$ cat config.mk
export PLATFORM = sky130hd
export DESIGN_NAME = key_debounce_array
export DESIGN_NICKNAME = d
export VERILOG_FILES = /design/src/rtl/key_pkg.sv /design/src/rtl/key_debounce_chan.sv /design/src/rtl/key_debounce_array.sv
export SDC_FILE = /design/constraint.sdc
export NUM_CORES = 1
export LEC_CHECK = 0
export CAP_MARGIN = 20
export CORE_MARGIN = 4
export CORE_UTILIZATION = 47
export CTS_CLUSTER_SIZE = 25
export DETAILED_ROUTE_END_ITERATION = 16
export PLACE_DENSITY = 0.65
export SYNTH_ARGS = -nofsm -noshare
export SYNTH_HDL_FRONTEND = slang
export SYNTH_SLANG_ARGS = --single-unit
$ cat constraint.sdc
create_clock -name sys_clk -period 31 [get_ports sys_clk]
set_input_delay 6.2 -clock sys_clk [delete_from_list [all_inputs] [get_ports sys_clk]]
set_output_delay 6.2 -clock sys_clk [all_outputs]
set_load 0.02 [all_outputs]
$ cat src/rtl/key_pkg.sv
// ---------------------------------------------------------------------------
// key_pkg
// Shared definitions for the key debounce array:
//   - key_state_e : per-channel press-tracking state (IDLE / PRESSED / HELD)
//   - KEY_*       : default parameter values used by key_debounce_array
//   - cnt_width() : counter width helper that never returns zero
// ---------------------------------------------------------------------------
package key_pkg;

   typedef enum logic [1:0] {
      IDLE    = 2'd0,
      PRESSED = 2'd1,
      HELD    = 2'd2
   } key_state_e;

   localparam int KEY_N_KEYS        = 4;
   localparam int KEY_CNT_MAX       = 20'hF_FFFF;
   localparam int KEY_LONG_CYCLES   = 50_000_000;
   localparam int KEY_REPEAT_CYCLES = 10_000_000;
   localparam int KEY_REPEAT_EN     = 1;
   localparam int KEY_ACTIVE_LOW    = 0;

   // Bits needed to hold values 0..n_states-1, at least one bit.
   function automatic int cnt_width(input int n_states);
      return (n_states < 2) ? 1 : $clog2(n_states);
   endfunction

endpackage

$ cat src/rtl/key_debounce_chan.sv
// ---------------------------------------------------------------------------
// key_debounce_chan
// One key channel: polarity fix, 2-flop synchronizer, stability-count
// debouncer, and an IDLE/PRESSED/HELD tracker that emits one-clock pulses.
//
// Ports
//   sys_clk      in   system clock, rising edge
//   sys_rst      in   asynchronous active-high reset
//   key_raw_i    in   raw asynchronous key pin
//   level_o      out  debounced pressed level
//   press_o      out  pulse on debounced 0->1
//   release_o    out  pulse on debounced 1->0
//   long_o       out  pulse when the hold reaches LONG_CYCLES
//   repeat_o     out  pulse every REPEAT_CYCLES after the long press
// ---------------------------------------------------------------------------
module key_debounce_chan
   import key_pkg::*;
#(
   parameter int CNT_MAX       = KEY_CNT_MAX,
   parameter int LONG_CYCLES   = KEY_LONG_CYCLES,
   parameter int REPEAT_CYCLES = KEY_REPEAT_CYCLES,
   parameter int REPEAT_EN     = KEY_REPEAT_EN,
   parameter int ACTIVE_LOW    = KEY_ACTIVE_LOW
) (
   input  logic sys_clk,
   input  logic sys_rst,
   input  logic key_raw_i,
   output logic level_o,
   output logic press_o,
   output logic release_o,
   output logic long_o,
   output logic repeat_o
);

   localparam int W_DB   = cnt_width(CNT_MAX + 1);
   localparam int W_HOLD = cnt_width(LONG_CYCLES);
   localparam int W_REP  = cnt_width(REPEAT_CYCLES);

   localparam logic [W_DB-1:0]   DB_MAX    = W_DB'(CNT_MAX);
   localparam logic [W_HOLD-1:0] HOLD_LAST = W_HOLD'(LONG_CYCLES - 1);
   localparam logic [W_REP-1:0]  REP_LAST  = W_REP'(REPEAT_CYCLES - 1);

   // ---------------- synchronizer + debouncer ----------------
   logic              key_act;
   logic [1:0]        sync_q;
   logic [W_DB-1:0]   db_cnt_q, db_cnt_d;
   logic              level_q, level_d;
   logic              db_stable;

   // Internally "pressed" is always 1; reset value 0 is therefore the
   // inactive level regardless of pin polarity.
   assign key_act = (ACTIVE_LOW != 0) ? ~key_raw_i : key_raw_i;

   always_comb begin
      db_stable = (sync_q[0] == sync_q[1]);
      db_cnt_d  = '0;
      if (db_stable) begin
         db_cnt_d = (db_cnt_q == DB_MAX) ? db_cnt_q : db_cnt_q + 1'b1;
      end
      // The counter only clears one clock after sync[0] moves, so the load
      // is also gated on the stages agreeing; otherwise a saturated counter
      // would let a fresh edge straight through to the level.
      level_d = level_q;
      if (db_stable && (db_cnt_q == DB_MAX)) begin
         level_d = sync_q[0];
      end
   end

   always_ff @(posedge sys_clk or posedge sys_rst) begin
      if (sys_rst) begin
         sync_q   <= 2'b00;
         db_cnt_q <= '0;
         level_q  <= 1'b0;
      end else begin
         sync_q   <= {sync_q[0], key_act};
         db_cnt_q <= db_cnt_d;
         level_q  <= level_d;
      end
   end

   // ---------------- press tracker FSM ----------------
   key_state_e        state_q, state_d;
   logic [W_HOLD-1:0] hold_q, hold_d;
   logic [W_REP-1:0]  rep_q, rep_d;
   logic              press_q, press_d;
   logic              release_q, release_d;
   logic              long_q, long_d;
   logic              repeat_q, repeat_d;

   // State register (with counters and registered pulses)
   always_ff @(posedge sys_clk or posedge sys_rst) begin
      if (sys_rst) begin
         state_q   <= IDLE;
         hold_q    <= '0;
         rep_q     <= '0;
         press_q   <= 1'b0;
         release_q <= 1'b0;
         long_q    <= 1'b0;
         repeat_q  <= 1'b0;
      end else begin
         state_q   <= state_d;
         hold_q    <= hold_d;
         rep_q     <= rep_d;
         press_q   <= press_d;
         release_q <= release_d;
         long_q    <= long_d;
         repeat_q  <= repeat_d;
      end
   end

   // Next-state logic; a falling level always wins over the long transition.
   always_comb begin
      state_d = state_q;
      case (state_q)
         IDLE: begin
            if (level_q) state_d = PRESSED;
         end
         PRESSED: begin
            if (!level_q)                state_d = IDLE;
            else if (hold_q == HOLD_LAST) state_d = HELD;
         end
         HELD: begin
            if (!level_q) state_d = IDLE;
         end
         default: state_d = IDLE;
      endcase
   end

   // Output / counter logic. Release is checked first in every held state,
   // which keeps the four pulses mutually exclusive.
   always_comb begin
      press_d   = 1'b0;
      release_d = 1'b0;
      long_d    = 1'b0;
      repeat_d  = 1'b0;
      hold_d    = hold_q;
      rep_d     = rep_q;
      case (state_q)
         IDLE: begin
            hold_d  = '0;
            rep_d   = '0;
            press_d = level_q;
         end
         PRESSED: begin
            if (!level_q) begin
               release_d = 1'b1;
            end else if (hold_q == HOLD_LAST) begin
               long_d = 1'b1;
               rep_d  = '0;
            end else begin
               hold_d = hold_q + 1'b1;
            end
         end
         HELD: begin
            if (!level_q) begin
               release_d = 1'b1;
            end else if (rep_q == REP_LAST) begin
               rep_d    = '0;
               repeat_d = (REPEAT_EN != 0);
            end else begin
               rep_d = rep_q + 1'b1;
            end
         end
         default: begin
            hold_d = '0;
            rep_d  = '0;
         end
      endcase
   end

   assign level_o   = level_q;
   assign press_o   = press_q;
   assign release_o = release_q;
   assign long_o    = long_q;
   assign repeat_o  = repeat_q;

endmodule

$ cat src/rtl/key_debounce_array.sv
// ---------------------------------------------------------------------------
// key_debounce_array
// N_KEYS independent debounced key channels with press / release /
// long-press / auto-repeat event pulses.
//
// Ports
//   sys_clk      in   system clock, rising edge
//   sys_rst      in   asynchronous active-high reset
//   key_in       in   [N_KEYS] raw asynchronous key pins
//   key_level    out  [N_KEYS] debounced pressed level
//   key_press    out  [N_KEYS] one-clock pulse on debounced 0->1
//   key_release  out  [N_KEYS] one-clock pulse on debounced 1->0
//   key_long     out  [N_KEYS] one-clock pulse when hold reaches LONG_CYCLES
//   key_repeat   out  [N_KEYS] one-clock pulse every REPEAT_CYCLES after long
// ---------------------------------------------------------------------------
module key_debounce_array
   import key_pkg::*;
#(
   parameter int N_KEYS        = KEY_N_KEYS,
   parameter int CNT_MAX       = KEY_CNT_MAX,
   parameter int LONG_CYCLES   = KEY_LONG_CYCLES,
   parameter int REPEAT_CYCLES = KEY_REPEAT_CYCLES,
   parameter int REPEAT_EN     = KEY_REPEAT_EN,
   parameter int ACTIVE_LOW    = KEY_ACTIVE_LOW
) (
   input  logic              sys_clk,
   input  logic              sys_rst,
   input  logic [N_KEYS-1:0] key_in,
   output logic [N_KEYS-1:0] key_level,
   output logic [N_KEYS-1:0] key_press,
   output logic [N_KEYS-1:0] key_release,
   output logic [N_KEYS-1:0] key_long,
   output logic [N_KEYS-1:0] key_repeat
);

   for (genvar gi = 0; gi < N_KEYS; gi++) begin : g_chan
      key_debounce_chan #(
         .CNT_MAX       (CNT_MAX),
         .LONG_CYCLES   (LONG_CYCLES),
         .REPEAT_CYCLES (REPEAT_CYCLES),
         .REPEAT_EN     (REPEAT_EN),
         .ACTIVE_LOW    (ACTIVE_LOW)
      ) u_chan (
         .sys_clk   (sys_clk),
         .sys_rst   (sys_rst),
         .key_raw_i (key_in[gi]),
         .level_o   (key_level[gi]),
         .press_o   (key_press[gi]),
         .release_o (key_release[gi]),
         .long_o    (key_long[gi]),
         .repeat_o  (key_repeat[gi])
      );
   end

endmodule

==> out/results.ini, run 1 <==
[die]
ios=26
fp-row-count=70
die_y_um=202
fp.dieW_um=202
core_area_um2=37000
dieArea_um2=41000
start_util=0.481

[timing]
layout_min_cycle_time_ps=8190
fin_tns_setup_ps=0
clock_skew_ps=14.6
finalSetupViolCount=0
slew_headroom=0.298
hold_violations=0
fin_crit_sh=0.264
maxSlewViolCount=0
clock.fmax_mhz=122
worst_pin_slew_ps=1050
rsz0062_at_grt=false

[critical_path]
r2r_setup_slack_ps=28010
startpoint_type=flop
critPathKind=flop to primary output
startpoint=g_chan[1].u_chan.level_o
cp_cell_sequence=clkdlybuf4s50_1
r2r_end=g_chan[2].u_chan.rep_q[20]
max_stage_delay_ps=730
critPathMaxFanout=16
cp_top_family=flip-flops
r2r_cells=6
r2r_start=g_chan[2].u_chan.hold_q[0]
required_ps=24800
cp.arrival_ps=1990
slowest_stage=dfrtp_1
cp.buffers_inverters=1
cp-end-kind=primary output

[detailed_routing]
avgViaCountPerCell=6.09
drt-total-wl_um=39100
first_pass_iters=5
vias=14828
routedWlPerCell_um=16.0
drc_errors=0
drt-initial-drc-count=1042
drtAntennaViolNets=0

[cts]
cts_buffer_depth=3
htreeDepth=2
clock_latency_ps=540
cts_buffers=38
post_cts_buffers=0
cts_root_buffer=clkbuf_16
cts_hold_buf=0
cts.repair.resized=0
path_clk_slew_ps=60
clkSinkCount=316
cts_tree=done

[outcome]
status=finished, final reports clean

[synthesis]
netlist_area_um2=17800
synth_top_family_by_area=simple AND/OR/NAND/NOR gates
async_flop_share=1.00
syn-instance-count=1935
synth_compound_area_frac=0.166
synth_edf_count=0
synth_simple_gate_area_frac=0.275
seq_area_frac_synth=0.445
yosysWarnings=0
syn_avg_cell_area_um2=9.18
synth_nets=1965
synthFlopType=dfrtp_1
ys_ff_latch=316
synthMuxAreaShare=0.00585
ys_types=83
synth_adder_area_share=0.0169
synth_xor_area_frac=0.0468

[grt]
grt_antenna_before_repair=0
grt_pass1_vias=14033
gr-total-overflow=0
grt_pass1_wl_um=67800
grt_max_degree=181
grt_use_total=0.188

[finish]
nets=1933
final_cells=2435
area_growth_pct=10.2
drive_gt1_frac=0.0580
diodes=0

[placement]
place_hpwl_um=25100
dpl.cell_count=2364
gp_congestion=0.811
io_buffers=25

[min_path]
hp-start=g_chan[3].u_chan.db_cnt_q[12]
hold_depth=1
hp-class=flop to flop
min_to=g_chan[3].u_chan.db_cnt_q[12]

[power_and_ir_drop]
peakVddDrop_mv=0.0330
p_per_area_nw_per_um2=46.2
p_leak_uw=0.00761

[run]
drv_cap=0

-- cells in the mapped netlist (7+ instances only) --
| cell type | n | area share |
|---|---|---|
| o2111ai_1 | 11 | 0.0054 |
| xor2_1 | 47 | 0.023 |
| dfrtp_1 | 316 | 0.45 |
| a21o_1 | 10 | 0.0042 |
| nand2_1 | 142 | 0.030 |
| o31ai_1 | 42 | 0.018 |
| mux2i_1 | 7 | 0.0039 |
| nor4_1 | 41 | 0.014 |
| or2_2 | 7 | 0.0025 |
| ha_1 | 24 | 0.017 |
| nor2b_1 | 7 | 0.0025 |
| and2_1 | 17 | 0.0060 |
| and4_1 | 45 | 0.022 |
| nor3_1 | 53 | 0.015 |
| a31oi_1 | 30 | 0.011 |
| a21oi_1 | 105 | 0.030 |
| xnor2_1 | 48 | 0.024 |
| inv_1 | 57 | 0.012 |
| nor4b_1 | 11 | 0.0054 |
| or3_1 | 34 | 0.012 |
| nand2b_1 | 11 | 0.0039 |
| o21ai_0 | 55 | 0.015 |
| nor2_1 | 149 | 0.031 |
| a211o_1 | 11 | 0.0054 |
| o21ai_1 | 22 | 0.0062 |
| a22o_1 | 18 | 0.0089 |
| a211oi_1 | 9 | 0.0038 |
| nand4_1 | 88 | 0.031 |
| or4_1 | 66 | 0.028 |
| nor3b_1 | 7 | 0.0030 |
| nand3_1 | 126 | 0.036 |
| o21a_1 | 8 | 0.0034 |
| and3_1 | 48 | 0.017 |
| o211ai_1 | 36 | 0.015 |
| clkbuf_1 | 86 | 0.018 |
| o41ai_1 | 9 | 0.0044 |
| buf_4 | 20 | 0.0085 |
-- worst max path at each step --
stage	to	slack (ps)	cells past startpoint
floorplan	g_chan[0].u_chan.db_cnt_q[0]	16060	1
global placement	g_chan[0].u_chan.hold_q[25]	22850	3
detailed placement	g_chan[0].u_chan.hold_q[19]	22830	3
CTS	key_level[1]	22770	1
global route	key_level[1]	22710	1
finish	key_level[1]	22810	1
-- logic make-up after synthesis --
family / count (synthesis)
xor+xnor: 95
flops: 316
simple gates: 882
mux: 10
compound gates: 433
buf+inv: 175
fa+ha+maj: 24
-- flip-flops by register name, indices dropped and copies added (netlist names) --
| register | flops |
|---|---|
| g_chan.u_chan.db_cnt_q | 80 |
| g_chan.u_chan.hold_q | 104 |
| g_chan.u_chan.release_o | 4 |
| g_chan.u_chan.press_o | 4 |
| g_chan.u_chan.level_o | 4 |
| g_chan.u_chan.sync_q | 8 |
| g_chan.u_chan.long_o | 4 |
| g_chan.u_chan.repeat_o | 4 |
| g_chan.u_chan.state_q | 8 |
| g_chan.u_chan.rep_q | 96 |
-- report_power, final --
group	switching, µW	total [µW]	internal (µW)	leakage [µW]
Combinational	14.3	19.1	4.75	0.00258
Sequential	3.86	419	416	0.00439
Clock	178	466	288	0.000635
-- stage by stage --
step | setup WS [ps] | hold WS, ps | utilization | total power, µW | instance area, µm²
after floorplan | 16060 | 405 | - | 440 | 17800
after global placement | 22850 | 477 | 0.494 | 446 | 18300
after detailed placement | 22830 | 482 | 0.494 | 447 | 18300
after CTS | 22770 | 491 | 0.529 | 919 | 19600
after global routing | 22710 | 516 | 0.530 | 940 | 19600
final | 22810 | 490 | 0.530 | 905 | 19600
-- layout make-up --
class / instances / area (µm²)
clock inverters: 19 / 256
clock buffers: 49 / 1040
fillers: 3332 / 17400
flip-flops and latches: 316 / 7910
multi-input cells: 1444 / 9100
inverters: 58 / 225
well taps: 504 / 631
repair buffers: 45 / 412
-- metal layers --
| layer | wire length [µm] | global-route usage |
|---|---|---|
| met5 | 0 | 0 |
| met4 | 788 | 0.0521 |
| met3 | 1490 | 0.0314 |
| met2 | 18200 | 0.305 |
| met1 | 18500 | 0.263 |
-- cell usage in the layout, fill, tap and decap left out, types with 36 or more instances in the layout --
cell / count
dfrtp_1: 316
nor2_1: 149
nand2_1: 142
nand3_1: 126
a21oi_1: 105
nand4_1: 88
or4_1: 66
inv_1: 56
o21ai_0: 55
nor3_1: 53
and3_1: 48
xnor2_1: 48
xor2_1: 47
and4_1: 45
o31ai_1: 42
nor4_1: 40
clkbuf_16: 39
o211ai_1: 36
No activity file was read; power rests on OpenSTA's default activity.
==> inputs of run 2 (changes only) <==
- PLACE_DENSITY: 0.65 -> 0.67
- clock period: 31 -> 7.5 ns (I/O delays scaled with it)
==> run 2 against run 1 <==
Against the previous run:
- combinational power grew to 4.2 times the previous value
- first-iteration DRC count decreased by 11%
- largest power group unchanged
- design area is 0.20% higher
- sequential share of layout area fell by 0.080 points
- clock skew rose by 5.5 ps
- sequential power grew to 4.1 times the previous value
==> out/results.ini, run 2 (synthesized netlist as in run 1, its figures left out) <==
[finish]
layout_commonest_cell=dfrtp_1
largest_reg_flops=104  ; unchanged
largestRegisters=g_chan.u_chan.hold_q (104), g_chan.u_chan.rep_q (96), g_chan.u_chan.db_cnt_q (80)
diodes=0  ; unchanged
drive_gt1_frac=0.0611  ; +0.00308
fillCellCount=3399  ; +2.0%
final_cell_mix=dfrtp_1, nor2_1, nand2_1
top_register=g_chan.u_chan.hold_q
post-route-util=0.531  ; +0.00105
nets=1933  ; unchanged
final_cells=2436  ; +0.041%
area_growth_pct=10.4

[die]
dieArea_um2=41000  ; unchanged
fp-row-count=70  ; unchanged
fp.dieW_um=202  ; unchanged
start_util=0.481  ; unchanged
die_y_um=202  ; unchanged
ios=26  ; unchanged
core_area_um2=37000  ; unchanged

[grt]
grt_max_degree=189  ; +4.4%
gr-total-overflow=0  ; unchanged
grt_antenna_before_repair=0  ; unchanged
grt_use_total=0.190  ; +0.00225
grt_pass1_wl_um=69000  ; +1.9%
grt_pass1_vias=14487  ; +3.2%

[power_and_ir_drop]
p_seq_frac=0.462  ; -0.002
p_int_uw=2920  ; +310%
pwr-share-clk=0.516  ; about the same
p_leak_uw=0.00763  ; +0.23%
p_sw_frac=0.220  ; +0.00336
p_comb_frac=0.021  ; about the same
net-switching-power_uw=825  ; +320%
p_per_area_nw_per_um2=191  ; +310%
peakVddDrop_mv=0.145  ; +340%

[cts]
post_cts_buffers=0  ; unchanged
cts.repair.resized=0  ; unchanged
cts_hold_buf=0  ; unchanged
cts_buffer_depth=3  ; unchanged
clock_latency_ps=530  ; about the same
path_clk_slew_ps=60  ; about the same
cts_root_buffer=clkbuf_16
htreeDepth=2  ; unchanged
cts_buffers=37  ; -2.6%
clkSinkCount=316  ; unchanged
cts_tree=done

[critical_path]
r2r_setup_slack_ps=4560  ; -23,450 ps
r2r_start=g_chan[1].u_chan.state_q[0]
startpoint_type=flop
slowest_stage=dfrtp_1
required_ps=6000  ; -18,800 ps
cp_top_family=flip-flops
cp_cell_sequence=clkdlybuf4s50_1
cp-end-kind=primary output
cp.arrival_ps=2020  ; +30 ps
r2r_cells=6  ; unchanged
critPathMaxFanout=16  ; unchanged
critPathKind=flop to primary output
cp.buffers_inverters=1  ; unchanged
max_stage_delay_ps=770  ; +40 ps
r2r_end=g_chan[1].u_chan.rep_q[17]

[run]
drv_cap=0  ; unchanged

[timing]
rsz0062_at_grt=false
clock.fmax_mhz=284
worst_pin_slew_ps=1150  ; +101 ps
fin_tns_setup_ps=0  ; unchanged
finalSetupViolCount=0  ; unchanged
maxSlewViolCount=0  ; unchanged
fin_crit_sh=0.470
hold_violations=0  ; unchanged
clock_skew_ps=20.1  ; +5.54 ps
slew_headroom=0.231  ; -0.0670
layout_min_cycle_time_ps=3520

[detailed_routing]
drc_errors=0  ; unchanged
routedWlPerCell_um=16.1  ; +0.59%
drtAntennaViolNets=0  ; unchanged
drt-total-wl_um=39300  ; +0.64%
drt-initial-drc-count=929  ; -11%
first_pass_iters=5  ; unchanged
vias=14972  ; +0.97%
avgViaCountPerCell=6.15  ; +0.93%

[min_path]
hold_depth=0  ; -1
hp-class=flop to flop
hp-start=g_chan[2].u_chan.sync_q[0]
min_to=g_chan[2].u_chan.sync_q[1]

[placement]
io_buffers=25  ; unchanged
gp_congestion=0.818  ; +0.91%
place_hpwl_um=25200  ; +0.75%
dpl.cell_count=2365  ; +0.042%

[outcome]
status=finished, final reports clean

[run 2: worst max path at each step]
stage                              from                           end  slack, ps  cells past startpoint
3_5_place_dp                    sys_rst    g_chan[0].u_chan.rep_q[20]       3850                      3
4_1_cts        g_chan[1].u_chan.level_o                  key_level[1]       3960                      1
6_report       g_chan[1].u_chan.level_o                  key_level[1]       3980                      1
3_3_place_gp                    sys_rst     g_chan[0].u_chan.rep_q[1]       3870                      3
5_1_grt        g_chan[1].u_chan.level_o                  key_level[1]       3900                      1
2_1_floorplan                   sys_rst  g_chan[0].u_chan.db_cnt_q[0]       1790                      1
[run 2: layout make-up]
type,instances,area [µm²],area share
flip-flops and latches,316,7910,0.403
multi-input cells,1444,9100,0.464
clock buffers,47,1070,0.0544
repair buffers,46,438,0.0223
well taps,504,631,0.0322
clock inverters,21,250,0.0128
inverters,58,221,0.0113
[run 2: per-stage QoR]
| step | instance area, µm² | hold slack (ps) | worst slack [ps] | power (µW) |
|---|---|---|---|---|
| 3_5_place_dp | 18300 | 429 | 3850 | 1850 |
| 5_1_grt | 19600 | 478 | 3900 | 3880 |
| 6_report | 19600 | 451 | 3980 | 3750 |
| 2_1_floorplan | 17800 | 405 | 1790 | 1820 |
| 4_1_cts | 19600 | 456 | 3960 | 3800 |
| 3_3_place_gp | 18300 | 438 | 3870 | 1850 |
[run 2: power by group through the flow]
| stage | Sequential, µW | Combinational (µW) | Clock, µW |
|---|---|---|---|
| floorplan | 1760 | 57.2 | 0 |
| global placement | 1760 | 82.5 | 0 |
| detailed placement | 1760 | 84.2 | 0 |
| CTS | 1730 | 84.4 | 1980 |
| global route | 1730 | 94.4 | 2050 |
| finish | 1730 | 80.2 | 1930 |
[run 2: layer usage]
layer  global-route usage  wire length, µm  part of all wire  up-vias
met5                    0                0                 0        -
met4               0.0536              639             0.016        0
met3               0.0258             1400             0.036       54
met2                0.314            18500              0.47      270
met1                0.265            18700              0.48     7377
li1                     -                -                 -     7271
